<file path="config.mk">
export PLATFORM = sky130hd
export DESIGN_NAME = cic_decimator_1b
export DESIGN_NICKNAME = d
export VERILOG_FILES = /design/src/rtl/ns_dsp_pkg.sv /design/src/rtl/cic_integrator_chain.sv /design/src/rtl/cic_decimator_1b.sv
export SDC_FILE = /design/constraint.sdc
export NUM_CORES = 1
export LEC_CHECK = 0
export BUFFER_PORTS_ARGS = -buffer_cell sky130_fd_sc_hd__buf_4
export CAP_MARGIN = 25
export CORE_MARGIN = 2
export CORE_UTILIZATION = 28
export CTS_CLUSTER_DIAMETER = 60
export CTS_CLUSTER_SIZE = 28
export DETAILED_ROUTE_END_ITERATION = 8
export SYNTH_ARGS = -nofsm -noshare
export SYNTH_HDL_FRONTEND = slang
export SYNTH_SLANG_ARGS = --single-unit
</file>
<file path="constraint.sdc">
create_clock -name CLK_24M -period 11.85 [get_ports CLK_24M]
set_input_delay 1.185 -clock CLK_24M [delete_from_list [all_inputs] [get_ports CLK_24M]]
set_output_delay 1.185 -clock CLK_24M [all_outputs]
set_load 0.01 [all_outputs]
</file>
<file path="src/rtl/ns_dsp_pkg.sv">
// Shared types and sizing helpers for the noise-shaper / CIC receive path.
package ns_dsp_pkg;

  localparam int unsigned CIC_ORDER_DEFAULT  = 5;
  localparam int unsigned DECIM_LOG2_DEFAULT = 6;

  // Bit growth of an N-stage CIC at ratio 2^log2r, plus sign and headroom.
  function automatic int unsigned cic_acc_bits(input int unsigned order,
                                               input int unsigned log2r);
    return order * log2r + 2;
  endfunction

  typedef enum logic [1:0] {CIC_IDLE, CIC_COMB, CIC_OUT} cic_state_t;

endpackage

</file>
<file path="src/rtl/cic_integrator_chain.sv">
// Strobe-qualified CIC integrator cascade fed by a +/-1 mapped bit stream.
module cic_integrator_chain
  import ns_dsp_pkg::*;
#(
  parameter int unsigned ORDER    = CIC_ORDER_DEFAULT,
  parameter int unsigned ACC_BITS = 32
) (
  input  logic                clk,
  input  logic                rst,
  input  logic                en_i,
  input  logic                data_i,
  output logic [ACC_BITS-1:0] acc_next_c
);

  logic [ORDER-1:0][ACC_BITS-1:0] integ_q;
  logic [ORDER-1:0][ACC_BITS-1:0] integ_d;

  // Each stage adds the pre-update value of its predecessor; wrap-around is intended.
  always_comb begin
    integ_d = integ_q;
    if (en_i) begin
      integ_d[0] = integ_q[0] + (data_i ? ACC_BITS'(1) : {ACC_BITS{1'b1}});
      for (int k = 1; k < int'(ORDER); k++) begin
        integ_d[k] = integ_q[k] + integ_q[k-1];
      end
    end
  end

  always_ff @(posedge clk or posedge rst) begin
    if (rst) begin
      integ_q <= '0;
    end else begin
      integ_q <= integ_d;
    end
  end

  assign acc_next_c = integ_d[ORDER-1];

endmodule

</file>
<file path="src/rtl/cic_decimator_1b.sv">
// Sinc^N decimator from a 1-bit 3 MHz stream to signed PCM; combs run serially per output.
module cic_decimator_1b
  import ns_dsp_pkg::*;
#(
  parameter int unsigned CIC_ORDER  = CIC_ORDER_DEFAULT,
  parameter int unsigned DECIM_LOG2 = DECIM_LOG2_DEFAULT,
  parameter int unsigned OUT_BITS   = 24
) (
  input  logic                CLK_24M,
  input  logic                reset,
  input  logic                enable_3M,
  input  logic                data_i,
  input  logic                sync_i,
  output logic [OUT_BITS-1:0] pcm_o,
  output logic                pcm_valid_o,
  output logic                busy_o
);

  localparam int unsigned ACC_BITS = cic_acc_bits(CIC_ORDER, DECIM_LOG2);
  localparam int unsigned SHIFT    = ACC_BITS - OUT_BITS;
  localparam int unsigned STG_BITS = (CIC_ORDER > 1) ? $clog2(CIC_ORDER) : 1;
  localparam logic [DECIM_LOG2-1:0] CNT_LAST = '1;
  localparam logic [STG_BITS-1:0]   STG_LAST = STG_BITS'(CIC_ORDER - 1);

  logic [ACC_BITS-1:0] acc_next_c;
  logic                capture_c;
  logic [ACC_BITS-1:0] diff_c;

  logic [DECIM_LOG2-1:0]              cnt_q,   cnt_d;
  cic_state_t                         state_q, state_d;
  logic [STG_BITS-1:0]                stg_q,   stg_d;
  logic [ACC_BITS-1:0]                v_q,     v_d;
  logic [CIC_ORDER-1:0][ACC_BITS-1:0] dly_q,   dly_d;
  logic [OUT_BITS-1:0]                pcm_q,   pcm_d;
  logic                               valid_q, valid_d;
  logic                               busy_q,  busy_d;

  cic_integrator_chain #(
    .ORDER    (CIC_ORDER),
    .ACC_BITS (ACC_BITS)
  ) u_integ (
    .clk        (CLK_24M),
    .rst        (reset),
    .en_i       (enable_3M),
    .data_i     (data_i),
    .acc_next_c (acc_next_c)
  );

  // A strobe carrying sync_i realigns the phase instead of capturing.
  assign capture_c = enable_3M && !sync_i && (cnt_q == CNT_LAST);
  assign diff_c    = v_q - dly_q[stg_q];

  always_comb begin
    cnt_d   = cnt_q;
    state_d = state_q;
    stg_d   = stg_q;
    v_d     = v_q;
    dly_d   = dly_q;
    pcm_d   = pcm_q;
    valid_d = 1'b0;

    if (sync_i) begin
      cnt_d = '0;
    end else if (enable_3M) begin
      cnt_d = cnt_q + DECIM_LOG2'(1);
    end

    case (state_q)
      CIC_IDLE: begin
        if (capture_c) begin
          v_d     = acc_next_c;
          stg_d   = '0;
          state_d = CIC_COMB;
        end
      end
      CIC_COMB: begin
        dly_d[stg_q] = v_q;
        v_d          = diff_c;
        if (stg_q == STG_LAST) begin
          state_d = CIC_OUT;
        end else begin
          stg_d = stg_q + STG_BITS'(1);
        end
      end
      CIC_OUT: begin
        // Arithmetic shift truncates toward -inf; the result always fits OUT_BITS.
        pcm_d   = OUT_BITS'($signed(v_q) >>> SHIFT);
        valid_d = 1'b1;
        state_d = CIC_IDLE;
      end
      default: state_d = CIC_IDLE;
    endcase

    busy_d = (state_d != CIC_IDLE);
  end

  always_ff @(posedge CLK_24M or posedge reset) begin
    if (reset) begin
      cnt_q   <= '0;
      state_q <= CIC_IDLE;
      stg_q   <= '0;
      v_q     <= '0;
      dly_q   <= '0;
      pcm_q   <= '0;
      valid_q <= 1'b0;
      busy_q  <= 1'b0;
    end else begin
      cnt_q   <= cnt_d;
      state_q <= state_d;
      stg_q   <= stg_d;
      v_q     <= v_d;
      dly_q   <= dly_d;
      pcm_q   <= pcm_d;
      valid_q <= valid_d;
      busy_q  <= busy_d;
    end
  end

  assign pcm_o       = pcm_q;
  assign pcm_valid_o = valid_q;
  assign busy_o      = busy_q;

endmodule
</file>
# ---- Yosys cells after proc, flatten, opt, wreduce, memory -nomap -nowiden
# Cells that the tools add are included.
# Widths: inputs -> output; s select.
dict set report word_totals {
  reg_bits 389
  inputBits 5
  out_inout_bits 26
  elab_cells 61
}
dict set report classes {
  n_addsub 8
  order_cmp 2
  eq_ne 6
  n_mux 18
  n_reduce_logical 10
}
# op count
set ops {}
lappend ops {{$add 32x32->32} 5}
lappend ops {{$bwmux 160} 1}
lappend ops {{$mux 160} 1}
lappend ops {{$mux 32} 4}
lappend ops {{$bmux 32 s3} 1}
lappend ops {{$demux 32 s3} 1}
lappend ops {{$pmux 32 s2} 1}
lappend ops {{$sub 32x32->32} 1}
lappend ops {{$mux 6} 2}
lappend ops {{$add 6x1->6 const B} 1}
lappend ops {{$eq 6x6->1 const B} 1}
lappend ops {{$mux 3} 2}
lappend ops {{$pmux 3 s2} 1}
lappend ops {{$reduce_bool 2->1} 3}
lappend ops {{$lt 3x4->1 const B} 1}
lappend ops {{$mux 2} 2}
lappend ops {{$ne 2x2->1 const B} 2}
lappend ops {{$pmux 2 s2} 1}
lappend ops {{$add 3x1->3 const B} 1}
lappend ops {{$eq 3x3->1 const B} 1}
lappend ops {{$ge 3x1->1 const B} 1}
lappend ops {{$logic_and 1x1->1} 3}
lappend ops {{$reduce_and 3->1} 1}
lappend ops {{$eq 2x1->1 const B} 1}
lappend ops {{5 further kinds} 5}

# ---- Depth between registers and ports, before layout
dict set report logic_depth {
  word_depth 6
  ltp_mapped 20
  ltp_nobuf 17
}

# ---- Hierarchy
# Synthesis repeated with hierarchy kept, for this count alone.
dict set report unflattened {
  cells_unflattened 2558
  area_unflattened_um2 25603.3
}
# mod instances cells_per_inst area_each_um2 seq_area_each_um2
set by_module_without_submodules {}
lappend by_module_without_submodules {cic_integrator_chain 1 1511 13824.5 4003.8}
lappend by_module_without_submodules {cic_decimator_1b 1 1047 11778.8 5730.5}

# ---- Worst setup path after synthesis
# No wires, ideal clock.
dict set report synth_path {
  kind {in2reg}
  start {in data_i}
  end {reg u_integ.integ_q[16] (netlist bit)}
  setup_time_ps 125
  arrival_time_ps 4153
  required_ps 11725
  setup_slack_ps 7571
  cell_stages 13
  n_path_buf 0
  cell_sequence {inv_1 -> ha_1 -> a21o_1 -> a21o_1 -> a2111oi_4 -> o31ai_2 -> a21oi_2 -> nor2b_1 -> o21a_1 -> o22a_1 -> a21oi_2 -> xnor2_1 -> mux2_4}
}
dict set report synth_via {
  elab_chain_len 2
}
# item line_no
set synth_rtl {}
lappend synth_rtl {{from (decl)} cic_decimator_1b.sv:12} ;# input logic data_i,
lappend synth_rtl {{$mux 32} cic_integrator_chain.sv:22} ;# integ_d[0] = integ_q[0] + (data_i ? ACC_BITS'(1) : {ACC_BITS{1'b1}});
lappend synth_rtl {{$add 32x32->32} cic_integrator_chain.sv:22}
lappend synth_rtl {{to (signal assigned)} cic_integrator_chain.sv:33} ;# integ_q <= integ_d;
lappend synth_rtl {{to (decl)} cic_integrator_chain.sv:15} ;# logic [ORDER-1:0][ACC_BITS-1:0] integ_q;
# No other way between the ends.
# A chain may end at the register's enable or synchronous reset.

# ---- Worst setup path in the final report
dict set report layout_path {
  start {reg stg_q[1]}
  end {reg v_q[31]}
}
dict set report layout_via {
  elab_chain_len 4
}
# item line_no
set layout_rtl {}
lappend layout_rtl {{from (decl)} cic_decimator_1b.sv:31} ;# logic [STG_BITS-1:0] stg_q, stg_d;
lappend layout_rtl {{from (signal assigned)} cic_decimator_1b.sv:110} ;# stg_q <= stg_d;
lappend layout_rtl {{$bmux 32 s3} cic_decimator_1b.sv:51} ;# assign diff_c = v_q - dly_q[stg_q];
lappend layout_rtl {{$mux 32 (not written as such)} cic_decimator_1b.sv:51}
lappend layout_rtl {{$sub 32x32->32} cic_decimator_1b.sv:51}
lappend layout_rtl {{$pmux 32 s2} cic_decimator_1b.sv:68} ;# case (state_q)
lappend layout_rtl {{to (signal assigned)} cic_decimator_1b.sv:111} ;# v_q <= v_d;
lappend layout_rtl {{to (decl)} cic_decimator_1b.sv:32} ;# logic [ACC_BITS-1:0] v_q, v_d;
# No other way between the ends. The select of a mux whose other input is x is not followed.

==> results.tsv <==
metric	value	unit
ys.flop_type	sky130_fd_sc_hd__dfrtp_1	
maxSlewViolCount	0	
place_worst_setup_slack	6.89	ns
cts_hold_repair.buffers	0	
coreArea	88200	sq um
initial_core_utilization	0.282	
critPathLaunch	stg_q[1]	
yosysWarningCount	0	
critical_path_peak_fanout	36	
critPathTopFamily	compound AO/OA/AOI/OAI gates	
ctsResizeCount	0	
wl_per_cell	15.5	microns
worst_slew_pin_slew	0.982	ns
final_routed_wirelength_across_all_metal_layers	56.0	mm
postSynthAreaPerCell	10.3	sq um
std_cell_rows	109	
clock_sinks	389	
die_y	302	microns
drive_above_1_share	0.192	
startpoint_kind_of_the_worst_setup_timing_path	flip-flop	
grt-ovfl-total	0	
finalCritPeriodShare	0.420	
standard_cell_area_after_detailed_placement	26500	sq um
p_leak	12.0	nW
first_iter_violations	824	
ys_seq_elements	389	
viasPerCell	4.90	
grt_use_total	0.123	
final_cell_area	27700	sq um
grt_start_max_net_pins	78	
io-pin-count	31	
global_route_wire_length_before_repair	93.4	mm
worst_r2r_startpoint	stg_q[1]	
reg2reg_to	v_q[31]	
synth_enable_flop_cells	0	
worst-path-buf-inv	1	
critical_path_endpoint_category	flip-flop	
net_count_reported_at_finish	2620	
clockBufferDepth	3	
post-cts-setup-buffers	0	
finalPower	7.57	mW
run_status	finished clean	
worst_path_largest_cell_delay	0.79	ns
numCtsBuffers	31	
drc	0	
clock_pin_slew_on_the_worst_setup_and_hold_paths	0.10	ns
yosysUniqueCellTypes	89	
gp_routability_congestion	0.838	
post_synth_instance_area	24900	sq um
asyncSetResetFlopFracSynth	1.00	
max-cap-violations	0	
rsz_0062_raised_after_global_routing	no	
largest_clock_skew_in_the_final_design	0.0388	ns
grt_pass1_vias	17900	
regToRegSetupSlack	6.87	ns
postLayoutCoreUtil	0.314	
critical_path_required	12.34	ns
post_synth_inst_count	2414	
ctsHtreeMaxLevel	1	
area_growth	11.2	%
cp.depth	17	
min-delay-path-class	flip-flop to flip-flop	
peakVddDrop	116	uV
synth_nets	2615	
buffer_ports.inserted	30	
seq_area_frac_synth	0.391	
accumulated_negative_setup_slack	0	ns
maxSlewHeadroom	0.345	
worstRegToRegCells	17	
crit_path_cell_trace	nor2b_2 -> buf_4 -> nand2_1 -> o21ai_0 -> a21oi_1 -> ha_1 -> nand2_1 -> or4_1 -> a31oi_2 -> o211ai_1 -> a21oi_2 -> a31oi_2 -> o21ai_2 -> mux2i_1 -> a311oi_1 -> a41oi_1 -> o211ai_1	
clkLatencyLatePin	0.61	ns
clock_tree.root_cell	sky130_fd_sc_hd__clkbuf_16	
die_w	302	microns
fmax	0.201	GHz
setup_viol_count_final	0	
timing.final.crit_period	4.98	ns
first_pass_drt_iterations	5	
final.setup.worst_slack	6.87	ns
final_hold_viol_count	0	
timing.critical_path.to	v_q[31]	
cts_tree	built	
die-area	91400	sq um
critical_path_s_slowest_cell	sky130_fd_sc_hd__nor2b_2	
hpwl	39.8	mm
routed-via-count	17700	
power.density_cell_area	273	nW/um^2
antenna_violations_before_repair	1	
fillerInstances	9008	
critical_path_arrival	5.47	ns
drtAntennaViolNets	0	
path_class	flip-flop to flip-flop	
==> cell type report <==
type	instances	area, sq um	area share
Antenna cell	1	2.50	0.0000903
Clock buffer	32	779	0.0281
Clock inverter	25	327	0.0118
Inverter	65	248	0.00894
Multi-Input combinational cell	1875	14700	0.529
Sequential cell	389	9740	0.352
Tap cell	1165	1460	0.0526
Timing Repair Buffer	57	484	0.0175
==> layout by cell type (no fill, tap or decap), types with 25 or more instances in the layout <==
| master | instances |
|---|---|
| sky130_fd_sc_hd__a21o_1 | 97 |
| sky130_fd_sc_hd__a21oi_1 | 190 |
| sky130_fd_sc_hd__buf_4 | 53 |
| sky130_fd_sc_hd__clkbuf_16 | 31 |
| sky130_fd_sc_hd__dfrtp_1 | 388 |
| sky130_fd_sc_hd__ha_1 | 190 |
| sky130_fd_sc_hd__inv_1 | 63 |
| sky130_fd_sc_hd__mux2_2 | 297 |
| sky130_fd_sc_hd__mux2i_1 | 69 |
| sky130_fd_sc_hd__nand2_1 | 165 |
| sky130_fd_sc_hd__nand3_1 | 35 |
| sky130_fd_sc_hd__nor2_1 | 141 |
| sky130_fd_sc_hd__nor2b_1 | 26 |
| sky130_fd_sc_hd__nor3_1 | 25 |
| sky130_fd_sc_hd__o21a_1 | 25 |
| sky130_fd_sc_hd__o21ai_0 | 110 |
| sky130_fd_sc_hd__o21bai_1 | 29 |
| sky130_fd_sc_hd__xnor2_1 | 113 |
| sky130_fd_sc_hd__xor2_1 | 58 |
==> metal layers <==
metal | up-vias | wire [microns] | GRT usage
met5 | - | 0 | 0
met4 | 0 | 844 | 0.0269
met3 | 51 | 1330 | 0.0124
met2 | 151 | 26900 | 0.214
met1 | 8633 | 27000 | 0.165
li1 | 8862 | - | -
==> Yosys cell counts, types with 4 or more instances <==
library cell / number / area share
sky130_fd_sc_hd__or3_1: 15 / 0.0038
sky130_fd_sc_hd__a2111oi_2: 4 / 0.0024
sky130_fd_sc_hd__a41oi_1: 5 / 0.0018
sky130_fd_sc_hd__buf_1: 16 / 0.0024
sky130_fd_sc_hd__nor4_1: 7 / 0.0018
sky130_fd_sc_hd__a21boi_0: 4 / 0.0012
sky130_fd_sc_hd__o31ai_1: 9 / 0.0027
sky130_fd_sc_hd__or2_2: 6 / 0.0015
sky130_fd_sc_hd__and4_1: 4 / 0.0014
sky130_fd_sc_hd__o21bai_1: 29 / 0.0087
sky130_fd_sc_hd__nand2b_1: 20 / 0.0050
sky130_fd_sc_hd__fa_1: 6 / 0.0048
sky130_fd_sc_hd__o21ai_1: 18 / 0.0036
sky130_fd_sc_hd__mux2i_1: 69 / 0.028
sky130_fd_sc_hd__nor3_1: 26 / 0.0052
sky130_fd_sc_hd__a22oi_1: 22 / 0.0066
sky130_fd_sc_hd__and2_1: 9 / 0.0023
sky130_fd_sc_hd__ha_1: 190 / 0.095
sky130_fd_sc_hd__a2111oi_0: 4 / 0.0014
sky130_fd_sc_hd__mux2_2: 297 / 0.13
sky130_fd_sc_hd__a21oi_1: 190 / 0.038
sky130_fd_sc_hd__xnor2_1: 113 / 0.040
sky130_fd_sc_hd__nand4_1: 14 / 0.0035
sky130_fd_sc_hd__o21a_1: 25 / 0.0075
sky130_fd_sc_hd__a21boi_1: 4 / 0.0012
sky130_fd_sc_hd__o211ai_1: 11 / 0.0033
sky130_fd_sc_hd__nor2b_1: 29 / 0.0073
sky130_fd_sc_hd__a21oi_2: 10 / 0.0035
sky130_fd_sc_hd__nand2_1: 165 / 0.025
sky130_fd_sc_hd__xor2_1: 58 / 0.020
sky130_fd_sc_hd__nor2_1: 142 / 0.021
sky130_fd_sc_hd__a211oi_1: 11 / 0.0033
sky130_fd_sc_hd__and3_1: 17 / 0.0043
sky130_fd_sc_hd__inv_1: 64 / 0.0096
sky130_fd_sc_hd__a221o_1: 5 / 0.0020
sky130_fd_sc_hd__o21ai_0: 110 / 0.022
sky130_fd_sc_hd__o22ai_1: 5 / 0.0013
sky130_fd_sc_hd__dfrtp_1: 389 / 0.39
sky130_fd_sc_hd__a31oi_1: 16 / 0.0040
sky130_fd_sc_hd__nand3_1: 37 / 0.0074
sky130_fd_sc_hd__clkbuf_1: 67 / 0.010
sky130_fd_sc_hd__a21o_1: 97 / 0.029
==> kinds of logic (layout without fill, tap and decap cells) <==
| family | after synthesis | after routing | share of synthesized area |
|---|---|---|---|
| AOI/OAI and AO/OA | 635 | 635 | 0.169 |
| xor gates and xnor gates | 171 | 171 | 0.0601 |
| adders and majority gates | 196 | 196 | 0.100 |
| buffers and inverters | 150 | 179 | 0.0227 |
| DFF | 389 | 389 | 0.391 |
| muxes | 371 | 371 | 0.164 |
| other | 0 | 1 | 0 |
| and+or+nand+nor | 502 | 502 | 0.0932 |
==> flip-flops by register name, indices dropped and copies added, names as in the netlist <==
signal / cells
busy_o: 1
dly_q: 160
pcm_o: 24
stg_q: 3
u_integ.integ_q: 160
cnt_q: 6
v_q: 32
state_q: 2
pcm_valid_o: 1
==> per-stage QoR <==
| step | hold WS (ns) | std cells |
|---|---|---|
| 3_5_place_dp | 0.475 | 3548 |
| 3_3_place_gp | 0.466 | 3548 |
| 2_1_floorplan | 0.449 | 2414 |
| 6_report | 0.494 | 3609 |
| 5_1_grt | 0.512 | 3609 |
| 4_1_cts | 0.498 | 3605 |
==> worst reg2reg max path: cells and delay by family (launching register included) <==
family / cells / cell delay (ns)
buffers and inverters: 1 / 0.38
adder cells (fa/ha/maj): 1 / 0.35
flip-flops: 1 / 0.75
multiplexers: 1 / 0.25
AO/OA/AOI/OAI: 10 / 1.66
AND/OR/NAND/NOR: 4 / 1.48
==> worst min path at each step <==
| stage | startpoint | to | depth (start not counted) |
|---|---|---|---|
| floorplan | dly_q[32] | dly_q[32] | 2 |
| detailed placement | dly_q[32] | dly_q[32] | 2 |
| global placement | dly_q[97] | dly_q[97] | 2 |
| CTS | dly_q[97] | dly_q[97] | 2 |
| finish | dly_q[97] | dly_q[97] | 2 |
| global route | dly_q[151] | dly_q[151] | 1 |
==> power breakdown <==
part           internal (mW)  total, mW  switching, mW
Combinational           2.17       4.52           2.35
Sequential              1.65       1.92          0.271
Clock                  0.545       1.13          0.585
Total                   4.36       7.57           3.21
No activity file was read; power rests on OpenSTA's default activity.
